## config.mk

```make
export PLATFORM = sky130hd
export DESIGN_NAME = seven_sd_digit_loader
export DESIGN_NICKNAME = d
export VERILOG_FILES = /design/src/rtl/seven_sd_digit_loader.sv
export SDC_FILE = /design/constraint.sdc
export NUM_CORES = 1
export LEC_CHECK = 0
export ABC_AREA = 1
export CAP_MARGIN = 20
export CORE_ASPECT_RATIO = 0.7
export CORE_MARGIN = 4
export CORE_UTILIZATION = 45
export CTS_CLUSTER_DIAMETER = 30
export CTS_CLUSTER_SIZE = 24
export DETAILED_ROUTE_END_ITERATION = 10
export PLACE_DENSITY_LB_ADDON = 0.08
export SLEW_MARGIN = 20
export SYNTH_ARGS = -nofsm -noshare
export SYNTH_HDL_FRONTEND = slang
export SYNTH_SLANG_ARGS = --single-unit
export TNS_END_PERCENT = 1
```

## constraint.sdc

```tcl
create_clock -name clk -period 2.1 [get_ports clk]
set_clock_uncertainty 0.1 [all_clocks]
set_input_delay 0.21 -clock clk [delete_from_list [all_inputs] [get_ports clk]]
set_output_delay 0.21 -clock clk [all_outputs]
set_load 0.02 [all_outputs]
```

## src/rtl/seven_sd_digit_loader.sv

```systemverilog
// seven_sd_digit_loader: per-digit button channels editing a packed multi-digit display value
//   clk, rst_n   : clock, asynchronous active-low reset
//   btn          : raw active-high buttons, bit i edits digit i
//   data_in      : value written by a load edit
//   mode         : 00 load, 01 inc, 10 dec, 11 clear
//   value_out    : digit i at [i*DIG_W +: DIG_W]
//   btn_state    : debounced level per channel
//   event_pulse  : one-cycle strobe per applied edit per channel
module seven_sd_digit_loader #(
    parameter int NUM_DIGITS      = 4,
    parameter int DIG_W           = 8,
    parameter int DEBOUNCE_CYCLES = 25000000,
    parameter int REPEAT_EN       = 1,
    parameter int REPEAT_DELAY    = 50000000,
    parameter int REPEAT_PERIOD   = 10000000
) (
    input  logic                        clk,
    input  logic                        rst_n,
    input  logic [NUM_DIGITS-1:0]       btn,
    input  logic [DIG_W-1:0]            data_in,
    input  logic [1:0]                  mode,
    output logic [NUM_DIGITS*DIG_W-1:0] value_out,
    output logic [NUM_DIGITS-1:0]       btn_state,
    output logic [NUM_DIGITS-1:0]       event_pulse
);
    localparam int MAX_A = (DEBOUNCE_CYCLES > REPEAT_DELAY) ? DEBOUNCE_CYCLES : REPEAT_DELAY;
    localparam int MAX_P = (MAX_A > REPEAT_PERIOD) ? MAX_A : REPEAT_PERIOD;
    localparam int CW = $clog2(MAX_P + 1);
    localparam logic [CW-1:0] DEB_LAST = CW'(DEBOUNCE_CYCLES - 1);
    localparam logic [CW-1:0] DLY_LAST = CW'(REPEAT_DELAY - 1);
    localparam logic [CW-1:0] PER_LAST = CW'(REPEAT_PERIOD - 1);

    typedef enum logic [2:0] {IDLE, LOCK_P, HELD, RPT, LOCK_R} stateT;

    for (genvar i = 0; i < NUM_DIGITS; i++) begin : gChan
        logic [1:0]       syncQ;
        stateT            state, stateNext;
        logic [CW-1:0]    cnt, cntNext;
        logic             held, heldNext, fire, pulse;
        logic [DIG_W-1:0] digit, digitNext;

        always_ff @(posedge clk or negedge rst_n) begin
            if (!rst_n) begin
                syncQ <= '0;
                state <= IDLE;
                cnt   <= '0;
                held  <= 1'b0;
                pulse <= 1'b0;
                digit <= '0;
            end else begin
                syncQ <= {syncQ[0], btn[i]};
                state <= stateNext;
                cnt   <= cntNext;
                held  <= heldNext;
                pulse <= fire;
                digit <= digitNext;
            end
        end

        // cnt runs from press acceptance through LOCK_P into HELD, so the first
        // repeat is timed from the press, not from the end of the lockout.
        always_comb begin
            stateNext = state;
            cntNext   = cnt + 1'b1;
            heldNext  = held;
            fire      = 1'b0;
            case (state)
                IDLE: begin
                    cntNext = '0;
                    if (syncQ[1]) begin
                        fire      = 1'b1;
                        heldNext  = 1'b1;
                        stateNext = LOCK_P;
                    end
                end
                LOCK_P: if (cnt == DEB_LAST) stateNext = HELD;
                HELD: begin
                    if (!syncQ[1]) begin
                        heldNext  = 1'b0;
                        cntNext   = '0;
                        stateNext = LOCK_R;
                    end else if (REPEAT_EN != 0 && cnt == DLY_LAST) begin
                        fire      = 1'b1;
                        cntNext   = '0;
                        stateNext = RPT;
                    end
                end
                RPT: begin
                    if (!syncQ[1]) begin
                        heldNext  = 1'b0;
                        cntNext   = '0;
                        stateNext = LOCK_R;
                    end else if (cnt == PER_LAST) begin
                        fire    = 1'b1;
                        cntNext = '0;
                    end
                end
                LOCK_R: if (cnt == DEB_LAST) stateNext = IDLE;
                default: stateNext = IDLE;
            endcase
            digitNext = !fire ? digit :
                        (mode == 2'b00) ? data_in :
                        (mode == 2'b01) ? digit + DIG_W'(1) :
                        (mode == 2'b10) ? digit - DIG_W'(1) : '0;
        end

        assign value_out[i*DIG_W +: DIG_W] = digit;
        assign btn_state[i]   = held;
        assign event_pulse[i] = pulse;
    end
endmodule

```

After elaboration in Yosys (flattened, before gate mapping):

Cells that the tools add are included.

* $add $sub $neg: 12
* equal/unequal tests: 54
* mux-type cells: 96
* reduce and logical (&&, ||, !) cells: 21

Operators by type and width (count)
* two-way mux 26 bit: 16
* one-hot mux 26 bit (3 select lines): 4
* adder 26 x 1 -> 26 bit, second input constant: 4
* == test 26 x 24 -> 1 bit, second input constant: 4
* == test 26 x 25 -> 1 bit, second input constant: 4
* == test 26 bit, second input constant: 4
* two-way mux 8 bit: 12
* two-way mux 3 bit: 24
* one-hot mux 3 bit (5 select lines): 4
* != test 2 bit, second input constant: 20
* adder 8 x 1 -> 8 bit, second input constant: 4
* subtractor 8 x 1 -> 8 bit, second input constant: 4
* two-way mux 1 bit: 28
* == test 3 x 2 -> 1 bit, second input constant: 8
* AND reduction 5 bit: 4
* == test 3 x 1 -> 1 bit, second input constant: 4
* == test 3 bit, second input constant: 4
* zero test 3 bit: 4
* != test 3 bit, second input constant: 4
* one-hot mux 1 bit (3 select lines): 4
* AND reduction 3 bit: 4
* one-hot mux 1 bit (2 select lines): 4
* nonzero test 2 bit: 4
* OR reduction 2 bit: 4
* 3 further kinds: 3

* register bits: 164
* bits of input ports: 16
* output and inout port bits: 40

Depth between registers and ports, before layout:

* depth after elaboration: 4
* depth in mapped cells: 12

Worst setup path before layout:

Ideal clock, no wire load.

* kind: register -> register
* from: reg gChan[2].cnt[0]
* to: reg gChan[2].cnt[24]
* library setup time: 0.114 ns
* data arrival time: 1.513 ns
* setup slack: 0.372 ns
* cell stages (with the launch flop): 12
* path buffers: 1
* period minus slack after synthesis: 1.728 ns
* path through: dfrtp_1 > ha_1 > nand3_1 > inv_1 > nand2_1 > nor2_1 > nand2_1 > nand2_4 > nand3_4 > buf_6 > nand3_1 > inv_1

* cells in the longest elaborated chain, start to end: 4
* elaborated cells between the ends (all ways): 8
* classes of those cells: add/sub: 1; eq/ne: 2; mux: 5

RTL lines
* start: declaration: RTL line 38 `logic [CW-1:0] cnt, cntNext;`
* start signal: assignment: RTL line 53 `cnt <= cntNext;`
* adder 26 x 1 -> 26 bit, or another cell as far along: RTL line 64 `cntNext = cnt + 1'b1;`
* two-way mux 26 bit (on tied branches): RTL line 93, 82
* two-way mux 26 bit (on tied branches): RTL line 89, 78
* one-hot mux 26 bit (3 select lines) *: RTL line 67 `case (state)`
* named net gChan[2].cntNext[24]: RTL line 38

The timed path passes the listed nets; every way through them passes the cells marked *.
A chain may end at the register's enable or synchronous reset.

Worst setup path in the final report:

* from: reg gChan[0].cnt[0]
* to: reg gChan[0].state[0]

* cells in the longest elaborated chain, start to end: 3
* elaborated cells between the ends (all ways): 6
* classes of those cells: eq/ne: 5; reduce/logical: 1

RTL lines
* start: declaration: RTL line 38
* start signal: assignment: RTL line 53
* == test 26 bit or == test 26 x 25 -> 1 bit (tied branches): RTL line 82, 76, 98
* != test 3 bit (no source line) or != test 2 bit (tied branches)
* AND reduction 5 bit (no source line) *
* end signal: assignment: RTL line 52 `state <= stateNext;`
* end: declaration: RTL line 37 `stateT state, stateNext;`

Every way passes the cells marked *; elsewhere a longest branch is shown, timed or not.

==> results.txt <==
The final-report max-slew violation count came out at 0. The number of nets in the synthesized netlist is 1683. The latest clock arrival within the worst-skew pair came out at between 0.4 and 0.5 ns.

Setup repair after global routing could not meet its margin everywhere. The number of endpoints failing setup at the final stage came out at 0. The highest achievable clock rate is 490 MHz. The clock sink count came out at 164. The kind of critical path is reg -> reg.

The total vias in the final route is 11000. The overall die width came out at about 200 um. The hold violation total from the final report came out at 0. The clock tree root buffer cell is sky130_fd_sc_hd__clkbuf_16. The transition time at the pin with the least slew margin is 0.554 ns. The HPWL after detailed placement came out at 23.2 mm.

0 antenna diodes ended up in the layout. The sort of element at the start of the critical path is a register. In this run the register-to-register setup slack is between 0.05 and 0.06 ns. The data arrival at the endpoint of the critical path is 2.31 ns. The biggest area contributor in the post-synthesis netlist is sky130_fd_sc_hd__dfrtp_1.

The final wirelength is 30.5 mm. The tool flagged a number of max-cap violations equal to 0. After detailed routing, the number of remaining DRC violations is 0. The required time at the worst-slack endpoint is 2.37 ns. After synthesis, the netlist uses 44 different library cells. The slowest stage of the critical path belongs to the cell sky130_fd_sc_hd__dfrtp_1.

Of the cells placed in the final design, the portion with a size suffix greater than 1 is 8.27%. The count of buffering cells on the critical path with inverters included came out at 0. The global-route congestion overflow total came out at 0.

The final layout contains around 1800 nets. The overall power of the completed layout is 0.0128 W. The number of H-tree branching levels is 4. The number of cells in the design after placement came out at 2037. TritonCTS built the clock tree. Entering global routing, the biggest net connects 56 pins.

The synthesized area is 11200 um^2. The post-route non-filler standard cell count came out at 2071. The post-route minimum period came out at just over 2 ns. The leakage dissipation is 6.34 nW. The area share of the largest cell type after synthesis is 36.8%. The run finished with clean final reports.

The number of antenna violations at the first check in global routing came to 0. The synthesized design contains about 160 register bits. In this run the worst hold path is classified as in -> reg. The remaining antenna violation count after routing came out at 0.

The number of synthesis warnings came out at 0. The peak supply drop came out at 940 uV. Final hold analysis gives a worst-case slack of 0.109 ns.

The routability congestion estimate came out at 0.929. The wire length per cell is 14.7 um. The mean instance size in the synthesized netlist is approximately 6.7 um^2. In this design, the stage delay of the slowest critical-path cell is 0.39 ns.

The core occupancy in the finished layout came out at ~54%. Fill cells in the final layout number approximately 2300. In this run the deepest clock path goes through 2 buffers. The first-pass GRT wire length is 50.3 mm. The sequential cell area fraction in the yosys report is 36.8%. The accumulated negative setup slack came out at 0 ns. Port buffering added 55 buffers. In this design, the critical path's most frequently occurring cell is sky130_fd_sc_hd__nand2_1. The synthesized instance count is between 1500 and 2000.

The floorplan die height came out at between 100 and 150 um. The via density per instance came out at 5.29. By area the synthesized netlist is led by sky130_fd_sc_hd__dfrtp_1, sky130_fd_sc_hd__nand2_1, sky130_fd_sc_hd__nand3_1. During I/O placement, the number of pins put on the boundary was 56. The die footprint came out at 27400 um^2.

The layout-stage area growth over the synthesis result came out at 15.8%. The gate family responsible for the most delay along the worst path is simple AND/OR/NAND/NOR gates. In this run the standard cell core region covers roughly 24000 um^2. The power density over the cells came out at a little under 1000 nW/um^2. The total track usage is approximately 22%. The number of setup buffers added after CTS is 0. The final period utilization is 97.2%. After clock tree synthesis, the clock-pin slew on the worst setup and hold paths is 0.07 ns. The initial utilization of the core area, before any placement, comes to 46.5%. The total clock buffers created by CTS is 17. STA classifies the critical path endpoint as a register. The critical path goes through ha_1 -> nand3_2 -> nor2_4 -> nand2_1 -> nor2_1 -> nand4_2 -> and2_1 -> nand2_1. The number of global-route vias before repair came out at 9763. The top fanout value on the critical path is 9.

The relative max-transition margin is 63.0%. The initial detailed-routing violation count came out at around 1100. The first TritonRoute pass finished after 5 iterations.

The total number of placement rows is 47.
repair_timing:
item | 4_1_cts | 5_1_grt
hold buffers | 1 | 0
cloned | 0 | 1
resized for setup | 1 | 8
pin swaps | 0 | 2
hold endpoints to repair | 49 | 0
setup endpoints to repair | 1 | 61
worst reg2reg max path: cells and delay by family (launching register included):
kind / cells / cell delay, ns
AND/OR/NAND/NOR: 7 / 1.29
flip-flops: 1 / 0.39
adder cells (fa/ha/maj): 1 / 0.21
worst paths after layout:
| path | startpoint | endpoint | cells past startpoint |
|---|---|---|---|
| worst max-delay path | gChan[0].cnt[0] | gChan[0].state[0] | 8 |
| worst min-delay path | btn[3] | gChan[3].syncQ[0] | 1 |
| worst max register to register | gChan[0].cnt[0] | gChan[0].state[0] | 8 |
| worst min register to register | gChan[1].syncQ[0] | gChan[1].syncQ[1] | 0 |
| max in group asynchronous | rst_n | gChan[2].digit[2] | 3 |
| min in group asynchronous | rst_n | gChan[2].cnt[19] | 2 |
synth_stat cells, drive strengths merged:
master and n:
a31o 1, a22oi 1, nand3 226, a21oi 19, inv 242, buf 19, nand2 459, a31oi 38
nor3b 6, a21o 1, o21bai 3, nor4 8, clkinv 2, or2 5, o21ai 44, a21boi 1
o21a 1, dfrtp 164, xnor2 8, nand4 48, o22ai 1, and2 5, o211ai 7, ha 12
nor3 50, o221ai 1, xor2 39, nand3b 2, clkbuf 14, nor2 228
cells in the final DEF (no fill, tap or decap), types with 5 or more instances in the layout:
master,n
sky130_fd_sc_hd__nand2_1,443
sky130_fd_sc_hd__inv_1,234
sky130_fd_sc_hd__nor2_1,212
sky130_fd_sc_hd__nand3_1,208
sky130_fd_sc_hd__dfrtp_1,164
sky130_fd_sc_hd__clkdlybuf4s50_1,54
sky130_fd_sc_hd__nor3_1,46
sky130_fd_sc_hd__nand4_1,46
sky130_fd_sc_hd__o21ai_0,42
sky130_fd_sc_hd__buf_4,40
sky130_fd_sc_hd__xor2_1,39
sky130_fd_sc_hd__a31oi_1,38
sky130_fd_sc_hd__a21oi_1,18
sky130_fd_sc_hd__clkbuf_16,17
sky130_fd_sc_hd__nand2_2,12
sky130_fd_sc_hd__nor2_2,12
sky130_fd_sc_hd__nand3_2,12
sky130_fd_sc_hd__ha_1,12
sky130_fd_sc_hd__inv_2,8
sky130_fd_sc_hd__xnor2_1,8
sky130_fd_sc_hd__nor4_1,8
sky130_fd_sc_hd__nand3_4,7
sky130_fd_sc_hd__o211ai_1,7
sky130_fd_sc_hd__nor3b_1,6
sky130_fd_sc_hd__and2_1,5
sky130_fd_sc_hd__inv_6,5
through the flow:
step                setup slack (ns)  cell area, um^2
floorplan                      0.372            11200
global placement               0.114            12200
detailed placement            0.0116            12200
CTS                           0.0313            12900
global route                  -0.104            12900
finish                        0.0596            12900
flip-flops by register name, summed over array words and instances, names as in the netlist:
signal	cells
gChan.cnt	104
gChan.pulse	4
gChan.digit	32
gChan.held	4
gChan.state	12
gChan.syncQ	8
area by class of cell:
class                      count  area, um^2  share of cell area (%)
tap                          318         398                    3.08
clock inverter                13         173                    1.34
sequential                   164        4100                    31.8
clock buffer                  19         443                    3.43
multi-input combinational   1215        5990                    46.3
timing repair buffer          98         902                    6.98
inverter                     244         916                    7.09
layer usage:
layer,vias up,routed length [um],GRT usage [%]
met3,36,2410,3.67
met2,373,12200,29.7
met1,5047,15500,36.2
met4,0,433,5.73
met5,-,0,0
li1,5499,-,-
power by group:
group | internal [W] | switching [W] | total (W)
clock | 0.00193 | 0.00138 | 0.00331
combinational | 0.00183 | 0.00327 | 0.00510
sequential | 0.00369 | 0.000711 | 0.00440
total | 0.00745 | 0.00536 | 0.0128
logic make-up after synthesis:
group	count (synthesis)	share of synthesized area, %
AO/OA/AOI/OAI	118	6.11
adder cells (fa/ha/maj)	12	1.35
buffers and inverters	277	10.0
flip-flops	164	36.8
XOR/XNOR	47	3.69
AND/OR/NAND/NOR	1037	42.1
Note: power is estimated with default switching activity, not from simulation.
